**src/rtl/imuldiv_div_arbiter_pkg.sv**
```systemverilog
// imuldiv_div_arbiter_pkg: shared state encoding and datapath widths for the divider arbiter.
// Rev 1.0
`default_nettype none

package imuldiv_div_arbiter_pkg;

  typedef enum logic [0:0] {
    ST_ARB  = 1'b0,
    ST_BUSY = 1'b1
  } state_t;

  localparam int DIV_W = 32;
  localparam int RES_W = 64;

endpackage

`default_nettype wire

```
**src/rtl/imuldiv_div_arbiter_rr_picker.sv**
```systemverilog
// imuldiv_div_arbiter_rr_picker: combinational round-robin pick starting at ptr.
// Rev 1.0
`default_nettype none

module imuldiv_div_arbiter_rr_picker #(
  parameter int NUM_REQ = 2,
  parameter int TAG_W   = 1
) (
  input  logic [NUM_REQ-1:0] req,
  input  logic [TAG_W-1:0]   ptr,
  output logic [NUM_REQ-1:0] grant_oh,
  output logic [TAG_W-1:0]   grant_idx,
  output logic               any
);

  // Walk priority distances from farthest to nearest so the nearest requester wins.
  always_comb begin
    grant_oh  = '0;
    grant_idx = '0;
    any       = |req;
    for (int k = NUM_REQ - 1; k >= 0; k--) begin
      for (int j = 0; j < NUM_REQ; j++) begin
        if (req[j] && (((int'(ptr) + k) % NUM_REQ) == j)) begin
          grant_oh    = '0;
          grant_oh[j] = 1'b1;
          grant_idx   = TAG_W'(j);
        end
      end
    end
  end

endmodule

`default_nettype wire

```
**src/rtl/imuldiv_div_arbiter.sv**
```systemverilog
// imuldiv_div_arbiter: round-robin sharing of one iterative divider among NUM_REQ ports.
// Rev 1.0 -- optional counters enabled by IMULDIV_DIV_ARB_STATS_EN.
`default_nettype none

module imuldiv_div_arbiter
  import imuldiv_div_arbiter_pkg::*;
#(
  parameter int NUM_REQ = 2,
  parameter int TAG_W   = 1
) (
  input  logic                     clk,
  input  logic                     reset,
  input  logic [NUM_REQ-1:0]       req_val,
  output logic [NUM_REQ-1:0]       req_rdy,
  input  logic [NUM_REQ-1:0]       req_fn,
  input  logic [DIV_W*NUM_REQ-1:0] req_a,
  input  logic [DIV_W*NUM_REQ-1:0] req_b,
  output logic [NUM_REQ-1:0]       resp_val,
  input  logic [NUM_REQ-1:0]       resp_rdy,
  output logic [RES_W-1:0]         resp_result,
  output logic                     div_req_val,
  input  logic                     div_req_rdy,
  output logic                     div_req_fn,
  output logic [DIV_W-1:0]         div_req_a,
  output logic [DIV_W-1:0]         div_req_b,
  input  logic                     div_resp_val,
  output logic                     div_resp_rdy,
  input  logic [RES_W-1:0]         div_resp_result
`ifdef IMULDIV_DIV_ARB_STATS_EN
  ,
  output logic [32*NUM_REQ-1:0]    stat_ops,
  output logic [31:0]              stat_stall
`endif
);

  localparam logic [TAG_W-1:0] LAST_IDX = TAG_W'(NUM_REQ - 1);

  state_t             state, state_nxt;
  logic [TAG_W-1:0]   rr_ptr, owner, lock_idx, pick_idx, grant_idx;
  logic [NUM_REQ-1:0] pick_oh;
  logic               lock, pick_any, owner_rdy, req_fire, resp_fire, stall;

  imuldiv_div_arbiter_rr_picker #(
    .NUM_REQ(NUM_REQ),
    .TAG_W  (TAG_W)
  ) u_picker (
    .req      (req_val),
    .ptr      (rr_ptr),
    .grant_oh (pick_oh),
    .grant_idx(pick_idx),
    .any      (pick_any)
  );

  // A stalled grant is frozen so a newly raised higher-priority port cannot steal it.
  assign grant_idx   = lock ? lock_idx : pick_idx;
  assign resp_result = div_resp_result;
  assign stall       = (state == ST_ARB) && pick_any && !div_req_rdy;

  always_comb begin
    state_nxt    = state;
    req_rdy      = '0;
    resp_val     = '0;
    div_req_val  = 1'b0;
    div_req_fn   = 1'b0;
    div_req_a    = '0;
    div_req_b    = '0;
    div_resp_rdy = 1'b0;
    req_fire     = 1'b0;
    resp_fire    = 1'b0;
    owner_rdy    = 1'b0;
    for (int i = 0; i < NUM_REQ; i++) begin
      if (owner == TAG_W'(i)) owner_rdy = resp_rdy[i];
    end
    case (state)
      ST_ARB: begin
        div_req_val = pick_any;
        for (int i = 0; i < NUM_REQ; i++) begin
          if (pick_any && (grant_idx == TAG_W'(i))) begin
            div_req_fn = req_fn[i];
            div_req_a  = req_a[DIV_W*i +: DIV_W];
            div_req_b  = req_b[DIV_W*i +: DIV_W];
          end
          if (lock ? (lock_idx == TAG_W'(i)) : pick_oh[i]) req_rdy[i] = pick_any && div_req_rdy;
        end
        req_fire = pick_any && div_req_rdy;
        if (req_fire) state_nxt = ST_BUSY;
      end
      ST_BUSY: begin
        for (int i = 0; i < NUM_REQ; i++) begin
          if (owner == TAG_W'(i)) resp_val[i] = div_resp_val;
        end
        div_resp_rdy = owner_rdy;
        resp_fire    = div_resp_val && owner_rdy;
        if (resp_fire) state_nxt = ST_ARB;
      end
      default: state_nxt = ST_ARB;
    endcase
  end

  always_ff @(posedge clk) begin
    if (!reset) begin
      state    <= ST_ARB;
      rr_ptr   <= '0;
      owner    <= '0;
      lock     <= 1'b0;
      lock_idx <= '0;
    end else begin
      state <= state_nxt;
      if (req_fire) begin
        owner <= grant_idx;
        lock  <= 1'b0;
      end else if (stall) begin
        lock     <= 1'b1;
        lock_idx <= grant_idx;
      end
      if (resp_fire) rr_ptr <= (owner == LAST_IDX) ? '0 : owner + TAG_W'(1);
    end
  end

`ifdef IMULDIV_DIV_ARB_STATS_EN
  always_ff @(posedge clk) begin
    if (!reset) begin
      stat_ops   <= '0;
      stat_stall <= '0;
    end else begin
      for (int i = 0; i < NUM_REQ; i++) begin
        if (resp_fire && (owner == TAG_W'(i))) stat_ops[32*i +: 32] <= stat_ops[32*i +: 32] + 32'd1;
      end
      if (stall) stat_stall <= stat_stall + 32'd1;
    end
  end
`endif

endmodule

`default_nettype wire

```
**config.mk**
```make
export PLATFORM = sky130hd
export DESIGN_NAME = imuldiv_div_arbiter
export DESIGN_NICKNAME = d
export VERILOG_FILES = /design/src/rtl/imuldiv_div_arbiter_pkg.sv /design/src/rtl/imuldiv_div_arbiter_rr_picker.sv /design/src/rtl/imuldiv_div_arbiter.sv
export SDC_FILE = /design/constraint.sdc
export NUM_CORES = 1
export LEC_CHECK = 0
export BUFFER_PORTS_ARGS = -buffer_cell sky130_fd_sc_hd__buf_2
export CAP_MARGIN = 20
export CORE_AREA = 3 3 129 131
export DETAILED_ROUTE_END_ITERATION = 10
export DIE_AREA = 0 0 132 134
export PLACE_DENSITY = 0.51
export SETUP_SLACK_MARGIN = 0.1
export SYNTH_ARGS = -nofsm -noshare
export SYNTH_HDL_FRONTEND = slang
export SYNTH_SLANG_ARGS = --single-unit
```
**constraint.sdc**
```tcl
create_clock -name clk -period 1.6 [get_ports clk]
set_input_delay 0.16 -clock clk [delete_from_list [all_inputs] [get_ports clk]]
set_output_delay 0.16 -clock clk [all_outputs]
set_load 0.02 [all_outputs]
```
== Yosys cells after proc, flatten, opt, wreduce, memory -nomap -nowiden ==
Cells that the tools add are included.

* $add $sub $neg: 2
* Equal/unequal tests: 1
* Muxes and demuxes: 34
* Bitwise logic cells: 6
* Reduce and logical (&&, ||, !) cells: 16

{| class="wikitable"
|+ Operators with widths
! kind !! number
|-
| $mux 32 || 6
|-
| $logic_not 32->1 || 2
|-
| $mux 1 || 22
|-
| $logic_and 1x1->1 || 10
|-
| $mux 2 || 5
|-
| $not 1->1 || 5
|-
| $reduce_or 2->1 || 2
|-
| $add 1x1->1 const B || 2
|-
| $eq 2x2->1 const B || 1
|-
| $pmux 1 s2 || 1
|-
| $reduce_and 2->1 || 1
|-
| $and 1x1->1 const A || 1
|-
| $logic_not 1->1 || 1
|}

* Register bits: 5
* Input port bits: 202
* Output and inout port bits: 135

== Logic depth before layout (Yosys ltp) ==
* Depth after elaboration: 13
* Mapped depth: 5

== Modules after synthesis ==
A second synthesis with hierarchy kept.

* Cell total of the unflattened synthesis: 322
* Area total of the unflattened synthesis: 1794.2 um2

{| class="wikitable"
|+ Modules (own cells, without submodules)
! module !! times used !! cells each !! area an instance (um2) !! sequential area each (um2)
|-
| imuldiv_div_arbiter || 1 || 317 || 1761.7 || 100.1
|-
| imuldiv_div_arbiter_rr_picker || 1 || 5 || 32.5 || 0.0
|}

== Worst setup path before layout ==
No wires, ideal clock.

* Kind: reg-to-output
* Start point: register state
* End point: output div_req_a[14]
* Arrival time: 1.398 ns
* Data required time: 1.440 ns
* Path slack: 0.042 ns
* Cell stages (with the launch flop): 6
* Path buffers: 1
* Path through: dfxtp_1 > o21bai_1 > inv_2 > clkbuf_1 > nand3_1 > o2bb2ai_1

* Longest elaborated chain between the ends: 1

{| class="wikitable"
|+ Ends and longest elaborated chain
! element !! RTL line !! RTL
|-
| from (decl) || imuldiv_div_arbiter.sv:38 || <nowiki>state_t state, state_nxt;</nowiki>
|-
| from (signal assigned) || imuldiv_div_arbiter.sv:108 || <nowiki>state <= state_nxt;</nowiki>
|-
| $mux 32 || imuldiv_div_arbiter.sv:74 || <nowiki>case (state)</nowiki>
|-
| to (decl) || imuldiv_div_arbiter.sv:24 || <nowiki>output logic [DIV_W-1:0] div_req_a,</nowiki>
|}

No other way between the ends.

== Worst setup path in the final report ==
* Start point: register rr_ptr
* End point: output div_req_b[31]

* Longest elaborated chain between the ends: 13
* Elaborated cells on any way between the ends: 17

{| class="wikitable"
|+ Ends and longest elaborated chain
! element !! RTL line !! RTL
|-
| from (decl) || imuldiv_div_arbiter.sv:39 || <nowiki>logic [TAG_W-1:0] rr_ptr, owner, lock_idx, pick_idx, grant_idx;</nowiki>
|-
| from (signal assigned) || imuldiv_div_arbiter.sv:116 || <nowiki>if (resp_fire) rr_ptr <= (owner == LAST_IDX) ? '0 : owner + TAG_W'(1);</nowiki>
|-
| $add 1x1->1 || imuldiv_div_arbiter_rr_picker.sv:23 || <nowiki>if (req[j] && (((int'(ptr) + k) % NUM_REQ) == j)) begin</nowiki>
|-
| $and 1x1->1 (no source line) || - ||
|-
| $eq 2x2->1 || imuldiv_div_arbiter_rr_picker.sv:23 ||
|-
| $logic_and 1x1->1 || imuldiv_div_arbiter_rr_picker.sv:23 ||
|-
| $mux 1 (2 in a row) || imuldiv_div_arbiter_rr_picker.sv:23 ||
|-
| $mux 1 * || imuldiv_div_arbiter_rr_picker.sv:23 ||
|-
| $mux 1 * || imuldiv_div_arbiter.sv:55 || <nowiki>assign grant_idx = lock ? lock_idx : pick_idx;</nowiki>
|-
| $not 1->1 || imuldiv_div_arbiter.sv:78 || <nowiki>if (pick_any && (grant_idx == TAG_W'(i))) begin</nowiki>
|-
| $logic_and 1x1->1 || imuldiv_div_arbiter.sv:78 ||
|-
| $mux 32 || imuldiv_div_arbiter.sv:78 ||
|-
| $mux 32 * || imuldiv_div_arbiter.sv:78 ||
|-
| $mux 32 * || imuldiv_div_arbiter.sv:74 ||
|-
| to (decl) || imuldiv_div_arbiter.sv:25 || <nowiki>output logic [DIV_W-1:0] div_req_b,</nowiki>
|}

Mark *: on every way between the ends. The rest lies on a longest branch, timed or not.

==> impl_metrics.toml <==
[floorplan]
io_pins = 337
core_um2 = 15700
dieArea_um2 = 17700
rows = 46
initial_core_util_pct = 11.6
fp.dieW_um = 132
die_h_um = 134

[power]
total_power_mw = 2.74
p_sw_mw = 1.18
powerDensity_nw_per_um2 = 691
p_int_mw = 1.55
pwr-share-seq_pct = 5.4
pwr-share-comb_pct = 79.4
p_leak_nw = 1.74
sw_frac_of_total_pct = 43.3
ir_drop_uv = 721
p_clk_share_pct = 15.2

[logic_synthesis]
synth.mux.area_fraction_pct = 0.551
synth_fa_ha_area_share_pct = 0
yosysUniqueCellTypes = 27
synth-simple-area-share_pct = 21.4
synth_xor_area_share_pct = 0
syn-num-nets = 460
synth-async-reset-ratio_pct = 0
ys_warn_count = 0
synth_top_family_by_area = "compound AO/OA/AOI/OAI gates"
ys_ff_latch = 5
synth_compound_area_share_pct = 37.7
ys.flop_type = "dfxtp_1"
syn-instance-count = 258
yosysSeqAreaShare_pct = 5.51
avgSynthCellArea_um2 = 7.05
synth_edf_count = 0
syn_area_um2 = 1820

[worst_setup_path]
worstSetupEndpointType = "output pin"
required_ns = 1.44
critical_path.most_common_cell = "buf_12"
cp.buffers_inverters = 4
start_kind = "flip-flop"
crit_fanout = 17
crit_slowest_cell = "dfxtp_2"
worstPathArrival_ns = 1.68
crit_type = "reg2out"
cpPeakStageDelay_ns = 0.31
critical-path-top-delay-family = "buffers and inverters"
path_cells = "a21bo_1 > a211oi_4 > buf_12 > buf_12 > buf_16 > o2bb2ai_1 > buf_4"

[layout]
drive_gt1_share_pct = 75.2
final_nets = 606
num_antenna_cells = 0
syn_to_final_growth_pct = 118
utilization_pct = 25.2
fill_cells = 1699

[timing]
drv_slew = 0
min_period_over_period_pct = 115
worst_slack_ns = -0.243
rsz0062_at_grt = "true"
worst_slew_pin_slew_ns = 0.271
finalSetupViolations = 65
max_slew_margin_pct = 81.9
fin_skew_ns = 0.000858
finalHoldViolations = 0
max_freq_ghz = 0.543
tns_ns = -13.24
period_minus_slack_ns = 1.84

[drt]
final_antenna_net_count = 0
dr_total_vias = 2575
drt_wl_total_um = 10000
drc_errors = 0
avgRoutedWirePerCell_um = 16.2
vias_per_cell = 4.16
drtIter0Drc = 113
drtPass1Iterations = 4

[global_routing]
grt_pass1_vias = 2636
grt_use_total_pct = 9.96
overflow = 0
grt_pass1_wl_um = 14100
grt_max_degree = 35
antenna_found_initial = 0

[status]
outcome = "finished with violations"
violations = "negative setup slack"

[clocking]
clk_pin_slew_ns = 0.03
clk-insertion-delay-late_ns = 0.23
cts_tree = "done"
ctsHoldBuffers = 0
htree_levels = 1
clock_path_buffers = 2
cts-root-buf = "clkbuf_16"
cts_sinks = 5
cts_buffers = 3

[placed_design]
place_congestion = 0.676
port-buffer-count = 208
dpl.hpwl_um = 6570

[job]
max_cap_viol_count = 0

[hold_path]
hold_path_class = "in2reg"
==> per-layer routing <==
metal	routed length, µm	vias up	share of wire [%]	GRT usage, %
met5	0	-	0	0
met4	297	0	3.0	3.85
met3	684	42	6.8	1.88
met2	5210	135	52	18.5
met1	3850	1200	38	11.3
li1	-	1198	-	-
==> power groups by stage <==
stage | registers, mW | logic (mW) | clock network (mW)
after CTS | 0.147 | 2.03 | 0.424
after global routing | 0.150 | 2.30 | 0.435
after global placement | 0.148 | 1.55 | 0
final | 0.148 | 2.17 | 0.415
after floorplan | 0.149 | 1.20 | 0
after detailed placement | 0.148 | 1.56 | 0
==> registers in the layout (all words and copies together), names as in the netlist <==
name	cells
lock	1
owner	1
state	1
lock_idx	1
rr_ptr	1
==> cells by family (layout without fill, tap and decap cells) <==
logic type	count (synthesis)	in the layout
buf+inv	95	240
compound gates	80	80
simple gates	77	77
flops	5	5
mux	1	1
==> repair_timing <==
item | 4_1_cts | 5_1_grt
setup buffers | 4 | 0
endpoints found under the setup margin | 67 | 67
gates resized for setup | 124 | 37
pin swaps | 2 | 0
gates cloned | 6 | 1
==> stage by stage <==
| stage | cell area [µm²] | hold slack, ns | setup slack [ns] | instances |
|---|---|---|---|---|
| finish | 3960 | 0.200 | -0.243 | 619 |
| global route | 3960 | 0.206 | -0.317 | 619 |
| CTS | 3700 | 0.195 | -0.234 | 618 |
| detailed placement | 3030 | 0.320 | -0.0154 | 604 |
| global placement | 3030 | 0.320 | -0.00987 | 604 |
| floorplan | 2120 | 0.249 | 0.103 | 258 |
==> path summary, 6_finish.rpt <==
kind	end	from	depth (start not counted)	slack, ns
max	div_req_b[31]	rr_ptr	7	-0.24
min	lock	div_req_rdy	2	0.20
min reg2reg	rr_ptr	rr_ptr	3	0.63
max reg2reg	lock_idx	rr_ptr	4	0.34
==> Yosys cell counts (2+ instances only) <==
library cell,number,area [µm²]
dfxtp_1,5,100
nor2b_1,3,18.8
nand2b_1,2,12.5
buf_4,70,526
a21oi_1,2,10.0
o21ai_0,2,10.0
nand2_1,2,7.51
nand3_1,66,330
o21bai_1,2,15.0
nor2_1,2,7.51
clkbuf_1,11,41.3
o2bb2ai_1,65,569
inv_1,2,7.51
buf_2,11,55.1
==> area by class of cell <==
| cell class | instances | area, µm² | area share, % |
|---|---|---|---|
| Timing Repair Buffer | 233 | 1890 | 47.7 |
| Inverter | 3 | 16.3 | 0.411 |
| Tap cell | 216 | 270 | 6.83 |
| Multi-Input combinational cell | 158 | 1600 | 40.5 |
| Clock buffer | 4 | 78.8 | 1.99 |
| Sequential cell | 5 | 103 | 2.59 |
==> placed cells by master, fill, tap and decap left out, types with 2 or more instances in the layout <==
| master | netlist | layout |
|---|---|---|
| o2bb2ai_4 | 0 | 10 |
| o21ai_0 | 2 | 2 |
| buf_6 | 0 | 54 |
| buf_2 | 11 | 140 |
| o2bb2ai_2 | 0 | 44 |
| o2bb2ai_1 | 65 | 11 |
| clkbuf_16 | 0 | 4 |
| nand3_1 | 66 | 66 |
| dfxtp_2 | 0 | 2 |
| inv_1 | 2 | 2 |
| dfxtp_1 | 5 | 3 |
| nor2b_1 | 3 | 2 |
| buf_4 | 70 | 21 |
| buf_12 | 0 | 8 |
| buf_16 | 0 | 8 |
(Power assumes the default switching activity.)
